===== config.mk =====
export PLATFORM = sky130hd
export DESIGN_NAME = dm_sba
export DESIGN_NICKNAME = d
export VERILOG_FILES = /design/src/rtl/dm_sba.sv
export SDC_FILE = /design/constraint.sdc
export NUM_CORES = 1
export LEC_CHECK = 0
export ABC_CLOCK_PERIOD_IN_PS = 6200
export BUFFER_PORTS_ARGS = -buffer_cell sky130_fd_sc_hd__buf_2
export CORE_UTILIZATION = 40
export DETAILED_ROUTE_END_ITERATION = 8
export PLACE_DENSITY_LB_ADDON = 0.2
export SETUP_SLACK_MARGIN = 0.1
export SYNTH_ARGS = -nofsm -noshare
export SYNTH_HDL_FRONTEND = slang
export SYNTH_SLANG_ARGS = --single-unit

===== constraint.sdc =====
create_clock -name clk -period 6.2 [get_ports clk]
set_input_delay 1.24 -clock clk [delete_from_list [all_inputs] [get_ports clk]]
set_output_delay 1.24 -clock clk [all_outputs]
set_load 0.05 [all_outputs]

===== src/rtl/dm_sba.sv =====
// rtl/dm_sba.sv - debug module system bus access manager (sbcs/sbaddress0/sbdata0 to req/ack bus)
//
// Ports:
//   clk, rst_n            clock, asynchronous active-low reset
//   dmactive              0 synchronously returns the block to its reset state
//   dmi_req_*             one-cycle register access strobe from the DM decoder
//   dmi_rdata             combinational read data for dmi_req_addr
//   bus_req/we/addr/wdata/be   system bus master request, held until completion
//   bus_ack/rdata/err     system bus completion
// Optional feature macro: DM_SBA_TIMEOUT_EN (bus timeout counter of TIMEOUT_CYCLES)
module dm_sba #(
    parameter int unsigned TIMEOUT_CYCLES = 255
) (
    input  logic        clk,
    input  logic        rst_n,
    input  logic        dmactive,
    input  logic        dmi_req_valid,
    input  logic [7:0]  dmi_req_addr,
    input  logic        dmi_req_write,
    input  logic [31:0] dmi_req_wdata,
    output logic [31:0] dmi_rdata,
    output logic        bus_req,
    output logic        bus_we,
    output logic [31:0] bus_addr,
    output logic [31:0] bus_wdata,
    output logic [3:0]  bus_be,
    input  logic        bus_ack,
    input  logic [31:0] bus_rdata,
    input  logic        bus_err
);

    localparam logic [7:0] ADDR_SBCS       = 8'h38;
    localparam logic [7:0] ADDR_SBADDRESS0 = 8'h39;
    localparam logic [7:0] ADDR_SBDATA0    = 8'h3c;

    localparam logic [2:0] SBE_NONE      = 3'd0;
    localparam logic [2:0] SBE_TIMEOUT   = 3'd1;
    localparam logic [2:0] SBE_ADDRESS   = 3'd2;
    localparam logic [2:0] SBE_ALIGNMENT = 3'd3;
    localparam logic [2:0] SBE_SIZE      = 3'd4;

    localparam logic [2:0] SBA_8BIT  = 3'd0;
    localparam logic [2:0] SBA_16BIT = 3'd1;
    localparam logic [2:0] SBA_32BIT = 3'd2;

    typedef enum logic {
        IDLE = 1'b0,
        BUS  = 1'b1
    } state_e;

    state_e      state_q, state_d;

    logic        readonaddr_q;
    logic        autoinc_q;
    logic        readondata_q;
    logic        busyerror_q;
    logic [2:0]  access_q;
    logic [2:0]  error_q;
    logic [31:0] address_q;
    logic [31:0] data_q;
    logic [1:0]  size_q;

    logic        busy;
    logic        wr_sbcs, wr_addr, wr_data, rd_data;
    logic        trig_read, trig_write, trig;
    logic        can_start, size_bad, align_bad, start;
    logic [31:0] start_addr, start_data, lane_data;
    logic [3:0]  lane_mask;
    logic        timeout_hit;
    logic        done_ack, done_err, done_to;
    logic [31:0] rd_shift, rd_ext;

    assign busy    = (state_q == BUS);
    assign bus_req = busy;

    assign wr_sbcs = dmi_req_valid &&  dmi_req_write && (dmi_req_addr == ADDR_SBCS);
    assign wr_addr = dmi_req_valid &&  dmi_req_write && (dmi_req_addr == ADDR_SBADDRESS0);
    assign wr_data = dmi_req_valid &&  dmi_req_write && (dmi_req_addr == ADDR_SBDATA0);
    assign rd_data = dmi_req_valid && !dmi_req_write && (dmi_req_addr == ADDR_SBDATA0);

    // A start uses the value being written in the same cycle, not the stale register.
    assign trig_read  = !busy && ((wr_addr && readonaddr_q) || (rd_data && readondata_q));
    assign trig_write = !busy && wr_data;
    assign can_start  = !busyerror_q && (error_q == SBE_NONE);
    assign trig       = (trig_read || trig_write) && can_start;
    assign start      = trig && !size_bad && !align_bad;

    always_comb begin
        start_addr = wr_addr ? dmi_req_wdata : address_q;
        start_data = wr_data ? dmi_req_wdata : data_q;
        size_bad   = (access_q > SBA_32BIT);
        align_bad  = 1'b0;
        lane_mask  = 4'b1111;
        lane_data  = start_data;
        case (access_q)
            SBA_8BIT: begin
                lane_mask = 4'b0001;
                lane_data = {4{start_data[7:0]}};
            end
            SBA_16BIT: begin
                align_bad = start_addr[0];
                lane_mask = 4'b0011;
                lane_data = {2{start_data[15:0]}};
            end
            default: align_bad = |start_addr[1:0];
        endcase
    end

    // Completion priority: err beats ack, ack beats timeout.
    assign done_err = busy && bus_err;
    assign done_ack = busy && bus_ack && !bus_err;
    assign done_to  = busy && timeout_hit && !bus_ack && !bus_err;

    // Read lanes come from the latched address/size so a mid-transaction sbcs
    // write cannot change how the returning data is extracted.
    assign rd_shift = bus_rdata >> {bus_addr[1:0], 3'b000};
    always_comb begin
        rd_ext = rd_shift;
        case (size_q)
            2'd0:    rd_ext = {24'd0, rd_shift[7:0]};
            2'd1:    rd_ext = {16'd0, rd_shift[15:0]};
            default: rd_ext = rd_shift;
        endcase
    end

`ifdef DM_SBA_TIMEOUT_EN
    localparam int CW = $clog2(TIMEOUT_CYCLES + 1);
    logic [CW-1:0] to_cnt_q;

    // Held at 0 while idle so it restarts from 0 on every entry to BUS.
    always_ff @(posedge clk or negedge rst_n) begin
        if (!rst_n) begin
            to_cnt_q <= '0;
        end else if (!dmactive || !busy) begin
            to_cnt_q <= '0;
        end else begin
            to_cnt_q <= to_cnt_q + 1'b1;
        end
    end

    assign timeout_hit = busy && (to_cnt_q == CW'(TIMEOUT_CYCLES - 1));
`else
    logic [31:0] unused_timeout;
    assign unused_timeout = 32'(TIMEOUT_CYCLES);
    assign timeout_hit    = 1'b0;
`endif

    always_ff @(posedge clk or negedge rst_n) begin
        if (!rst_n) begin
            state_q <= IDLE;
        end else if (!dmactive) begin
            state_q <= IDLE;
        end else begin
            state_q <= state_d;
        end
    end

    always_comb begin
        state_d = state_q;
        case (state_q)
            IDLE:    if (start) state_d = BUS;
            BUS:     if (bus_ack || bus_err || timeout_hit) state_d = IDLE;
            default: state_d = IDLE;
        endcase
    end

    always_ff @(posedge clk or negedge rst_n) begin
        if (!rst_n) begin
            readonaddr_q <= 1'b0;
            autoinc_q    <= 1'b0;
            readondata_q <= 1'b0;
            busyerror_q  <= 1'b0;
            access_q     <= SBA_8BIT;
            error_q      <= SBE_NONE;
            address_q    <= '0;
            data_q       <= '0;
            size_q       <= '0;
            bus_we       <= 1'b0;
            bus_addr     <= '0;
            bus_wdata    <= '0;
            bus_be       <= '0;
        end else if (!dmactive) begin
            readonaddr_q <= 1'b0;
            autoinc_q    <= 1'b0;
            readondata_q <= 1'b0;
            busyerror_q  <= 1'b0;
            access_q     <= SBA_8BIT;
            error_q      <= SBE_NONE;
            address_q    <= '0;
            data_q       <= '0;
            size_q       <= '0;
            bus_we       <= 1'b0;
            bus_addr     <= '0;
            bus_wdata    <= '0;
            bus_be       <= '0;
        end else begin
            if (wr_sbcs) begin
                readonaddr_q <= dmi_req_wdata[20];
                access_q     <= dmi_req_wdata[19:17];
                autoinc_q    <= dmi_req_wdata[16];
                readondata_q <= dmi_req_wdata[15];
                if (dmi_req_wdata[22]) busyerror_q <= 1'b0;
                error_q <= error_q & ~dmi_req_wdata[14:12];
            end

            if (busy && (wr_addr || wr_data || rd_data)) busyerror_q <= 1'b1;
            if (!busy && wr_addr) address_q <= dmi_req_wdata;
            if (!busy && wr_data) data_q    <= dmi_req_wdata;

            if (trig && size_bad) begin
                error_q <= SBE_SIZE;
            end else if (trig && align_bad) begin
                error_q <= SBE_ALIGNMENT;
            end

            if (start) begin
                bus_we    <= trig_write;
                bus_addr  <= start_addr;
                bus_be    <= lane_mask << start_addr[1:0];
                bus_wdata <= lane_data;
                size_q    <= access_q[1:0];
            end

            // Placed after the W1C update so an error raised this cycle survives it.
            if (done_ack) begin
                if (!bus_we) data_q <= rd_ext;
                if (autoinc_q) address_q <= address_q + (32'd1 << size_q);
            end
            if (done_err) error_q <= SBE_ADDRESS;
            if (done_to)  error_q <= SBE_TIMEOUT;
        end
    end

    always_comb begin
        dmi_rdata = '0;
        case (dmi_req_addr)
            ADDR_SBCS: dmi_rdata = {3'd1, 6'd0, busyerror_q, busy, readonaddr_q, access_q,
                                    autoinc_q, readondata_q, error_q, 7'd32, 5'b00111};
            ADDR_SBADDRESS0: dmi_rdata = address_q;
            ADDR_SBDATA0:    dmi_rdata = data_q;
            default:         dmi_rdata = '0;
        endcase
    end

endmodule


==> results of run 1 <==
## power breakdown
part | leakage (nW) | switching (mW) | internal (mW) | total, mW
Sequential | 2.04 | 0.000824 | 0.953 | 0.954
Clock | 0.303 | 0.420 | 0.675 | 1.10
Combinational | 2.34 | 0.105 | 0.0350 | 0.140
## flip-flops by register name, indices dropped and copies added (netlist names), 2 cells and up
register,cells
address_q,32
bus_addr,32
bus_wdata,32
data_q,32
bus_be,4
access_q,3
error_q,3
size_q,2
## per-stage QoR
stage          total power [mW]   util  instances
2_1_floorplan              1.02      -       1106
3_3_place_gp               1.11  0.452       1494
3_5_place_dp               1.11  0.452       1494
4_1_cts                    2.19  0.479       1526
5_1_grt                    2.24  0.479       1526
6_report                   2.19  0.479       1526
## logic make-up after synthesis
group | count (synthesis)
compound gates | 299
fa+ha+maj | 5
flops | 146
mux | 98
buf+inv | 107
xor+xnor | 4
simple gates | 447
## path summary, 6_finish.rpt
path                                                 from                        end  slack (ns)
min in group asynchronous                           rst_n  bus_wdata[13]$_DFFE_PN0P_        0.86
worst min-delay path            bus_wdata[21]$_DFFE_PN0P_  bus_wdata[21]$_DFFE_PN0P_        0.52
worst max-delay path                      dmi_req_addr[7]              dmi_rdata[26]        1.58
worst max register to register    access_q[1]$_DFFE_PN0P_  bus_wdata[28]$_DFFE_PN0P_        2.87
worst min register to register  bus_wdata[21]$_DFFE_PN0P_  bus_wdata[21]$_DFFE_PN0P_        0.52
max in group asynchronous                           rst_n       data_q[20]$_DFF_PN0_        3.93
## critical path: stages
cell     delay, ns
buf_2         0.10
nor4b_1       0.73
and2_1        0.72
a22o_1        0.31
buf_2         0.28
## layout by cell type (no fill, tap or decap), types with 4 or more instances in the layout
cell and instances:
a2bb2oi_1 5, nand3_1 63, and2_1 6, clkbuf_8 4, o21ai_0 34, a22oi_1 8
a211o_1 7, and3_1 8, ha_1 4, a31oi_1 7, a32oi_1 5, buf_4 15
nand4_1 7, nor4_1 5, o21a_1 4, mux2i_1 89, clkinv_2 5, mux2_2 9
a211oi_1 41, inv_1 14, dfrtp_1 146, buf_2 179, a21o_1 6, o21ai_1 4
or2_2 4, nor2b_1 12, a311oi_1 15, nand2_1 161, nor2_1 146, clkbuf_16 17
o22a_1 16, a22o_1 18, o211ai_1 13, a21oi_1 98, nor3_1 11
## cell type report
type,count,area [µm²]
Multi-Input combinational cell,853,5110
Sequential cell,146,3650
Tap cell,285,357
Clock buffer,23,488
Clock inverter,9,126
Inverter,15,57.6
Fill cell,2235,11800
Timing Repair Buffer,195,1020
## per-layer routing
| metal | vias up | part of all wire |
|---|---|---|
| met1 | 4382 | 0.43 |
| met3 | 83 | 0.10 |
| met4 | 2 | 0.035 |
| li1 | 4239 | - |
| met2 | 570 | 0.42 |
| met5 | - | 0.0021 |
==> impl_results.md, run 1 <==
- Synth Register Bits: 146
- CTS tree: done
- Highest Clock Rate: 216 MHz
- GRT met1 Usage: 0.432
- Worst-Margin Slew: 1.20 ns
- Drt wl/cell: 23.2 µm
- Crit end category: output pin
- Power per cell area: 202 nW/µm²
- Max-slew violation count: 0
- GRT met3 Usage: 0.0743
- Die Span X: 153 µm
- WHS Path Cells: 2
- Setup Viol. Count Final: 0
- Most frequent cell after synthesis: nand2_1
- Crit path required time: 4.96 ns
- GR Util met2: 0.425
- Number of hold buffers added after CTS: 0
- Async SR Flop Fraction: 1.00
- DP Area: 10200 µm²
- RSZ-0062 raised after global routing: no
- Synth top area share: 0.399
- Post-synthesis simple-gate area fraction: 0.215
- GP Congestion: 0.994
- Peak VDD IR: 177 µV
- Busiest layer in global routing: met1
- Total GRT Usage: 0.300
- Reg2Reg Depth: 6
- Final worst slack: 1.58 ns
- Worst-skew pair later-pin latency: 0.43 ns
- DP Worst Slack: 1.49 ns
- Routed WL: 35300 µm
- Initial DRC count: 1247
- Setup tns final: 0 ns
- Initial antenna violation count: 0
- Setup bufs post-CTS: 0
- Residual DRC count: 0
- Slew headroom: 0.201
- Critical path type: primary input to output pin
- Initial core utilization: 0.406
- # rows: 55
- Antenna-violating nets left: 0
- Crit path DAT: 3.38 ns
- Post-CTS Resized: 0
- Area Overhead vs Synth: 18.0%
- Distinct cells, synth: 60
- Max-Cap Viols: 0
- Fin Clk Skew: 0.00917 ns
- Die Y-Extent: 153 µm
- Startpoint Class: primary input
- Num CTS Buffers: 17
- IO Count: 181
- Endpoints failing hold: 0
- Leak: 4.68 nW
- HPWL Detailed: 25200 µm
- Htree depth: 4
- Final Critical Period: 4.62 ns
- Syn Inst Count: 1106
- Root Buffer: clkbuf_16
- # port buffers: 180
- Proportion of synthesized area in mux cells: 0.108
- Clk pin slew, worst setup/hold paths: 0.06 ns
- Status: finished, final reports clean
- Synth Flop Type: dfrtp_1
- Mapped cell area: 9160 µm²
- Clock tree buffer depth: 2
- Worst min-delay path class: flip-flop to flip-flop
- Post-synthesis sequential area ratio: 0.399
- Via density: 6.08
- Cell accounting for the most synthesized area: dfrtp_1
- Antenna cells: 0
- Most area-consuming cells after synthesis: dfrtp_1 40%, mux2i_1 9.7%, nand2_1 6.6%, nor2_1 6.1%, a21oi_1 5.4%
- Vias: 9276
- Largest net degree at the start of global routing: 88
- Top cells by count, synth: 161 x nand2_1, 148 x nor2_1, 146 x dfrtp_1
- Post-Synth Adder-Cell Area: 0.00765
- Post-Synth XOR/XNOR Area: 0.00382
- Mean post-synth cell area: 8.29 µm²
- Final hold slack: 0.520 ns
- Worst-path fanout max: 18
- Fin area: 10800 µm²
- Largest family of logic cells by synthesized area: compound AO/OA/AOI/OAI gates
- Compound-Gate Fraction of Synth Area: 0.219
- Yosys warns: 0
- Num Clock Sinks: 146
- Syn Nets: 1190
- Period utilisation layout: 0.746
- EDFF count, synth: 0
- Core Region: 22600 µm²
- GRT overflow: 0
- Nets: 1312
- Vias in the first global route: 8456
- Die ar.: 23500 µm²
- First-pass GRT wire length: 52600 µm
- Layout cell share with drive strength beyond 1: 0.201
- First-pass detailed-route iteration total: 6
No activity file was read; power rests on OpenSTA's default activity.
==> inputs of run 2 (changes only) <==
--- a/config.mk
+++ b/config.mk
@@ -5,7 +5,7 @@
 export SDC_FILE = /design/constraint.sdc
 export NUM_CORES = 1
 export LEC_CHECK = 0
-export ABC_CLOCK_PERIOD_IN_PS = 6200
+export ABC_CLOCK_PERIOD_IN_PS = 4700
 export BUFFER_PORTS_ARGS = -buffer_cell sky130_fd_sc_hd__buf_2
 export CORE_UTILIZATION = 40
 export DETAILED_ROUTE_END_ITERATION = 8
==> constraint.sdc (replaced) <==
create_clock -name clk -period 4.7 [get_ports clk]
set_input_delay 0.94 -clock clk [delete_from_list [all_inputs] [get_ports clk]]
set_output_delay 0.94 -clock clk [all_outputs]
set_load 0.05 [all_outputs]
==> run 2 against run 1 <==
Utilization is 0.56 points higher; clock-buffer cell count is 2 higher; die area stayed put; largest power group unchanged.
==> impl_results.md, run 2 (same netlist as run 1, synthesis figures left out) <==
- Worst-skew pair later-pin latency: 0.44 ns
- Routed WL: 35700 µm
- CTS tree: done
- Post-CTS Resized: 0
- Initial DRC count: 1287
- Htree depth: 4
- Fin Clk Skew: 0.0124 ns
- GRT overflow: 0
- Largest net degree at the start of global routing: 118
- Number of hold buffers added after CTS: 0
- GP Congestion: 0.958
- Num CTS Buffers: 17
- Die Y-Extent: 153 µm
- Critical path type: primary input to output pin
- Drt wl/cell: 23.3 µm
- Slew headroom: 0.345
- Final Critical Period: 3.86 ns
- Initial antenna violation count: 2
- Residual DRC count: 0
- First-pass GRT wire length: 53700 µm
- Clock tree buffer depth: 2
- # rows: 55
- Status: finished, final reports clean
- Setup bufs post-CTS: 0
- Sw Share: 0.235
- Root Buffer: clkbuf_16
- Most common cell after layout, fill and taps aside: buf_2
- Crit path DAT: 2.92 ns
- P_int: 2.30 mW
- HPWL Detailed: 25300 µm
- Period utilisation layout: 0.820
- Power per cell area: 274 nW/µm²
- Net Switching: 705 µW
- Area Overhead vs Synth: 19.4%
- Clk pin slew, worst setup/hold paths: 0.06 ns
- Num Clock Sinks: 146
- Worst min-delay path class: flip-flop to flip-flop
- IO Count: 181
- Setup tns final: 0 ns
- Die Span X: 153 µm
- Die ar.: 23500 µm²
- Final Util: 0.485
- Final hold slack: 0.518 ns
- Nets: 1318
- Worst-Margin Slew: 0.983 ns
- Initial core utilization: 0.406
- Endpoints failing hold: 0
- Most frequent cells in the layout: 179 x buf_2, 161 x nand2_1, 146 x nor2_1, 146 x dfrtp_1, 98 x a21oi_1
- Worst-path fanout max: 17
- Via density: 6.15
- Vias in the first global route: 8595
- Max-slew violation count: 0
- Core Region: 22600 µm²
- # port buffers: 180
- Sequential share of power: 0.419
- Startpoint Class: primary input
- Total GRT Usage: 0.306
- Max-Cap Viols: 0
- Combinational fraction of design power: 0.062
- Crit end category: output pin
- RSZ-0062 raised after global routing: no
- First-pass detailed-route iteration total: 5
- Peak VDD IR: 222 µV
- Layout cell share with drive strength beyond 1: 0.206
- Setup Viol. Count Final: 0
- Leak: 4.74 nW
- Highest Clock Rate: 259 MHz
- Crit path required time: 3.76 ns
- Antenna-violating nets left: 0
- Vias: 9433
- Clk network pwr share: 0.519
run 2: final cells by class:
cell class,instances,area [µm²]
antenna,1,2.50
clock buffer,25,526
clock inverter,7,143
fill,2242,11600
inverter,15,57.6
multi-input combinational,853,5110
sequential,146,3650
tap,285,357
timing repair buffer,201,1090
run 2: metal layers:
| metal | routed length, µm | GRT usage | up-vias |
|---|---|---|---|
| li1 | - | - | 4251 |
| met5 | 13 | 0 | - |
| met4 | 1340 | 0.131 | 2 |
| met2 | 15200 | 0.432 | 550 |
| met1 | 15500 | 0.447 | 4544 |
| met3 | 3570 | 0.0655 | 86 |
run 2: final timing paths:
| check | slack, ns | start | cells past startpoint | endpoint |
|---|---|---|---|---|
| hold reg to reg | 0.52 | bus_wdata[21]$_DFFE_PN0P_ | 2 | bus_wdata[21]$_DFFE_PN0P_ |
| hold / removal | 0.52 | bus_wdata[21]$_DFFE_PN0P_ | 2 | bus_wdata[21]$_DFFE_PN0P_ |
| setup reg to reg | 1.46 | bus_req$_DFF_PN0_ | 6 | address_q[28]$_DFF_PN0_ |
| max in group asynchronous | 3.13 | rst_n | 2 | autoinc_q$_DFFE_PN0P_ |
| min in group asynchronous | 0.65 | rst_n | 1 | bus_wdata[9]$_DFFE_PN0P_ |
| setup / recovery | 0.84 | dmi_req_addr[7] | 9 | dmi_rdata[26] |
run 2: per-stage QoR:
| step | cell area, µm² | setup WS [ns] | instances | power [mW] |
|---|---|---|---|---|
| 3_3_place_gp | 10300 | 0.913 | 1500 | 1.46 |
| 4_1_cts | 10900 | 0.885 | 1532 | 3.00 |
| 5_1_grt | 10900 | 0.785 | 1533 | 3.07 |
| 3_5_place_dp | 10300 | 0.848 | 1500 | 1.46 |
| 6_report | 10900 | 0.844 | 1533 | 3.00 |
| 2_1_floorplan | 9160 | 1.00 | 1106 | 1.34 |
run 2: power by group through the flow:
| stage | clock [mW] | combinational [mW] | sequential, mW |
|---|---|---|---|
| finish | 1.56 | 0.186 | 1.26 |
| global route | 1.62 | 0.197 | 1.26 |
| CTS | 1.56 | 0.183 | 1.26 |
| detailed placement | 0 | 0.182 | 1.28 |
| global placement | 0 | 0.182 | 1.28 |
| floorplan | 0 | 0.0563 | 1.28 |
run 2: worst max-delay path, stage by stage:
cell	delay (ns)
buf_2	0.11
nor4b_1	0.30
buf_4	0.19
nand3_1	0.08
buf_4	0.20
nor2_1	0.33
buf_4	0.29
a22o_1	0.20
buf_2	0.28
==> inputs of run 3 (changes only) <==
--- a/config.mk
+++ b/config.mk
@@ -5,7 +5,7 @@
 export SDC_FILE = /design/constraint.sdc
 export NUM_CORES = 1
 export LEC_CHECK = 0
-export ABC_CLOCK_PERIOD_IN_PS = 4700
+export ABC_CLOCK_PERIOD_IN_PS = 3350
 export BUFFER_PORTS_ARGS = -buffer_cell sky130_fd_sc_hd__buf_2
 export CORE_UTILIZATION = 40
 export DETAILED_ROUTE_END_ITERATION = 8
==> constraint.sdc (replaced) <==
create_clock -name clk -period 3.35 [get_ports clk]
set_input_delay 0.67 -clock clk [delete_from_list [all_inputs] [get_ports clk]]
set_output_delay 0.67 -clock clk [all_outputs]
set_load 0.05 [all_outputs]
==> run 3 against run 2 <==
Clock skew down 0.0045 ns; sequential power up 40%; power up 39%; clock-buffer cell count down 4; combinational power up 47%; largest cell class unchanged; global-route usage up 0.24 points; sequential cell count unchanged; final area up 2.1%; final cell count up 1.5%; critical endpoint is now dmi_rdata[24]; worst hold slack worse by 0.34 ns; critical path depth down 1; sequential share of layout area down 0.69 points.
==> impl_results.md, run 3 (same netlist as run 1, synthesis figures left out) <==
- Drt wl/cell: 23.2 µm
- Worst Setup SP: dmi_req_addr[7]
- Initial core utilization: 0.406
- Largest net degree at the start of global routing: 55
- CP endpoint: dmi_rdata[24]
- Peak VDD IR: 321 µV
- Crit-path leading delay family: buffers and inverters
- Sequential Area: 3650 µm²
- DP Worst Slack: 0.246 ns
- Root Buffer: clkbuf_16
- Most frequent cells in the layout: 179 x buf_2, 161 x nand2_1, 147 x nor2_1
- Fin Clk Skew: 0.00794 ns
- Clock tree buffer depth: 2
- Combinational fraction of design power: 0.066
- CP peak stage delay: 0.30 ns
- Reg-to-reg startpoint: size_q[1]$_DFFE_PN0P_
- Setup bufs post-CTS: 0
- IO Count: 181
- Crit path required time: 2.68 ns
- Highest Clock Rate: 320 MHz
- Leak: 4.87 nW
- Setup Viol. Count Final: 0
- Critical path type: primary input to output pin
- DP Area: 10500 µm²
- Reg2Reg Depth: 9
- Crit path DAT: 2.45 ns
- Clk pin slew, worst setup/hold paths: 0.06 ns
- Power per cell area: 372 nW/µm²
- CTS tree: done
- RSZ-0062 raised after global routing: no
- Via density: 6.10
- Setup tns final: 0 ns
- Final hold slack: 0.174 ns
- Residual DRC count: 0
- HPWL Detailed: 26400 µm
- Final worst slack: 0.225 ns
- Number of hold buffers added after CTS: 0
- Worst min-delay path class: primary input to asynchronous set/reset pin
- Area Overhead vs Synth: 21.9%
- Total GRT Usage: 0.308
- Die Y-Extent: 153 µm
- Die Span X: 153 µm
- Fill count: 2244
- First-pass detailed-route iteration total: 5
- GP Congestion: 0.932
- P_int: 3.18 mW
- Max-Cap Viols: 0
- Num Clock Sinks: 146
- Placed Instances: 1524
- Max-slew violation count: 0
- Worst-path fanout max: 13
- GRT overflow: 0
- Routed WL: 36100 µm
- Startpoint Class: primary input
- Num CTS Buffers: 17
- Slew headroom: 0.344
- Initial DRC count: 1135
- # rows: 55
- Worst-skew pair later-pin latency: 0.44 ns
- Fin area: 11200 µm²
- Multi-input logic area: 5110 µm²
- Sequential share of power: 0.425
- Antenna-violating nets left: 0
- Die ar.: 23500 µm²
- Final non-filler cell total: 1556
- Status: finished, final reports clean
- CP Buf/Inv Count: 4
- FF-to-FF End: address_q[19]$_DFF_PN0_
- Initial antenna violation count: 1
- Worst-Margin Slew: 0.984 ns
- Sw Share: 0.236
- Critical Path Stages: 8
- Layout cell share with drive strength beyond 1: 0.218
- Vias in the first global route: 8579
- # port buffers: 180
- Htree depth: 4
- Final Critical Period: 3.12 ns
- Reg2reg setup slack: 0.63 ns
- Endpoints failing hold: 0
- Period utilisation layout: 0.933
- First-pass GRT wire length: 54200 µm
- Clk network pwr share: 0.510
- Core Region: 22600 µm²
- CP Cell Sequence: buf_2 > nor4b_1 > buf_4 > nand3_1 > nor2_1 > buf_4 > a22o_1 > buf_2
- Most common cell after layout, fill and taps aside: buf_2
- Vias: 9484
- Worst path slowest cell: nor4b_1
- Post-CTS Resized: 0
- Net Switching: 982 µW
- Crit end category: output pin
- Nets: 1342
-- run 3: cell count changes in the layout (fill, tap and decap cells not counted) --
cell	previous run	this run
buf_12	2	9
buf_4	19	36
bufinv_16	4	5
clkbuf_1	1	3
clkbuf_8	7	1
clkinv_2	2	4
nor2_1	146	147
nor2_2	1	0
-- run 3: metal layers --
metal	global-route usage	part of all wire	vias up
li1	-	-	4305
met1	0.456	0.44	4479
met2	0.446	0.43	611
met3	0.0539	0.10	89
met4	0.117	0.034	0
met5	0	0	-
-- run 3: power by group through the flow --
stage	Combinational (mW)	Sequential, mW	Clock [mW]
2_1_floorplan	0.0790	1.80	0
3_3_place_gp	0.267	1.80	0
3_5_place_dp	0.266	1.80	0
4_1_cts	0.267	1.77	2.13
5_1_grt	0.287	1.77	2.22
6_report	0.273	1.77	2.12
-- run 3: cell type report --
class / count / area share
Antenna cell: 1 / 0.000224
Sequential cell: 146 / 0.327
Clock inverter: 10 / 0.0163
Tap cell: 285 / 0.0319
Inverter: 15 / 0.00515
Clock buffer: 21 / 0.0403
Timing Repair Buffer: 225 / 0.122
Multi-Input combinational cell: 853 / 0.458
-- run 3: worst min-delay path by stage --
| stage | to | slack, ns | depth (start not counted) |
|---|---|---|---|
| floorplan | access_q[0]$_DFFE_PN0P_ | 0.37 | 0 |
| global placement | bus_wdata[27]$_DFFE_PN0P_ | 0.51 | 2 |
| detailed placement | bus_wdata[8]$_DFFE_PN0P_ | 0.51 | 2 |
| CTS | bus_wdata[10]$_DFFE_PN0P_ | 0.19 | 1 |
| global route | bus_wdata[10]$_DFFE_PN0P_ | 0.21 | 1 |
| finish | bus_wdata[10]$_DFFE_PN0P_ | 0.17 | 1 |
-- run 3: metrics by stage --
| stage | total power, mW | utilization |
|---|---|---|
| detailed placement | 2.06 | 0.467 |
| global route | 4.27 | 0.495 |
| finish | 4.16 | 0.495 |
| CTS | 4.16 | 0.495 |
| global placement | 2.07 | 0.467 |
| floorplan | 1.88 | - |
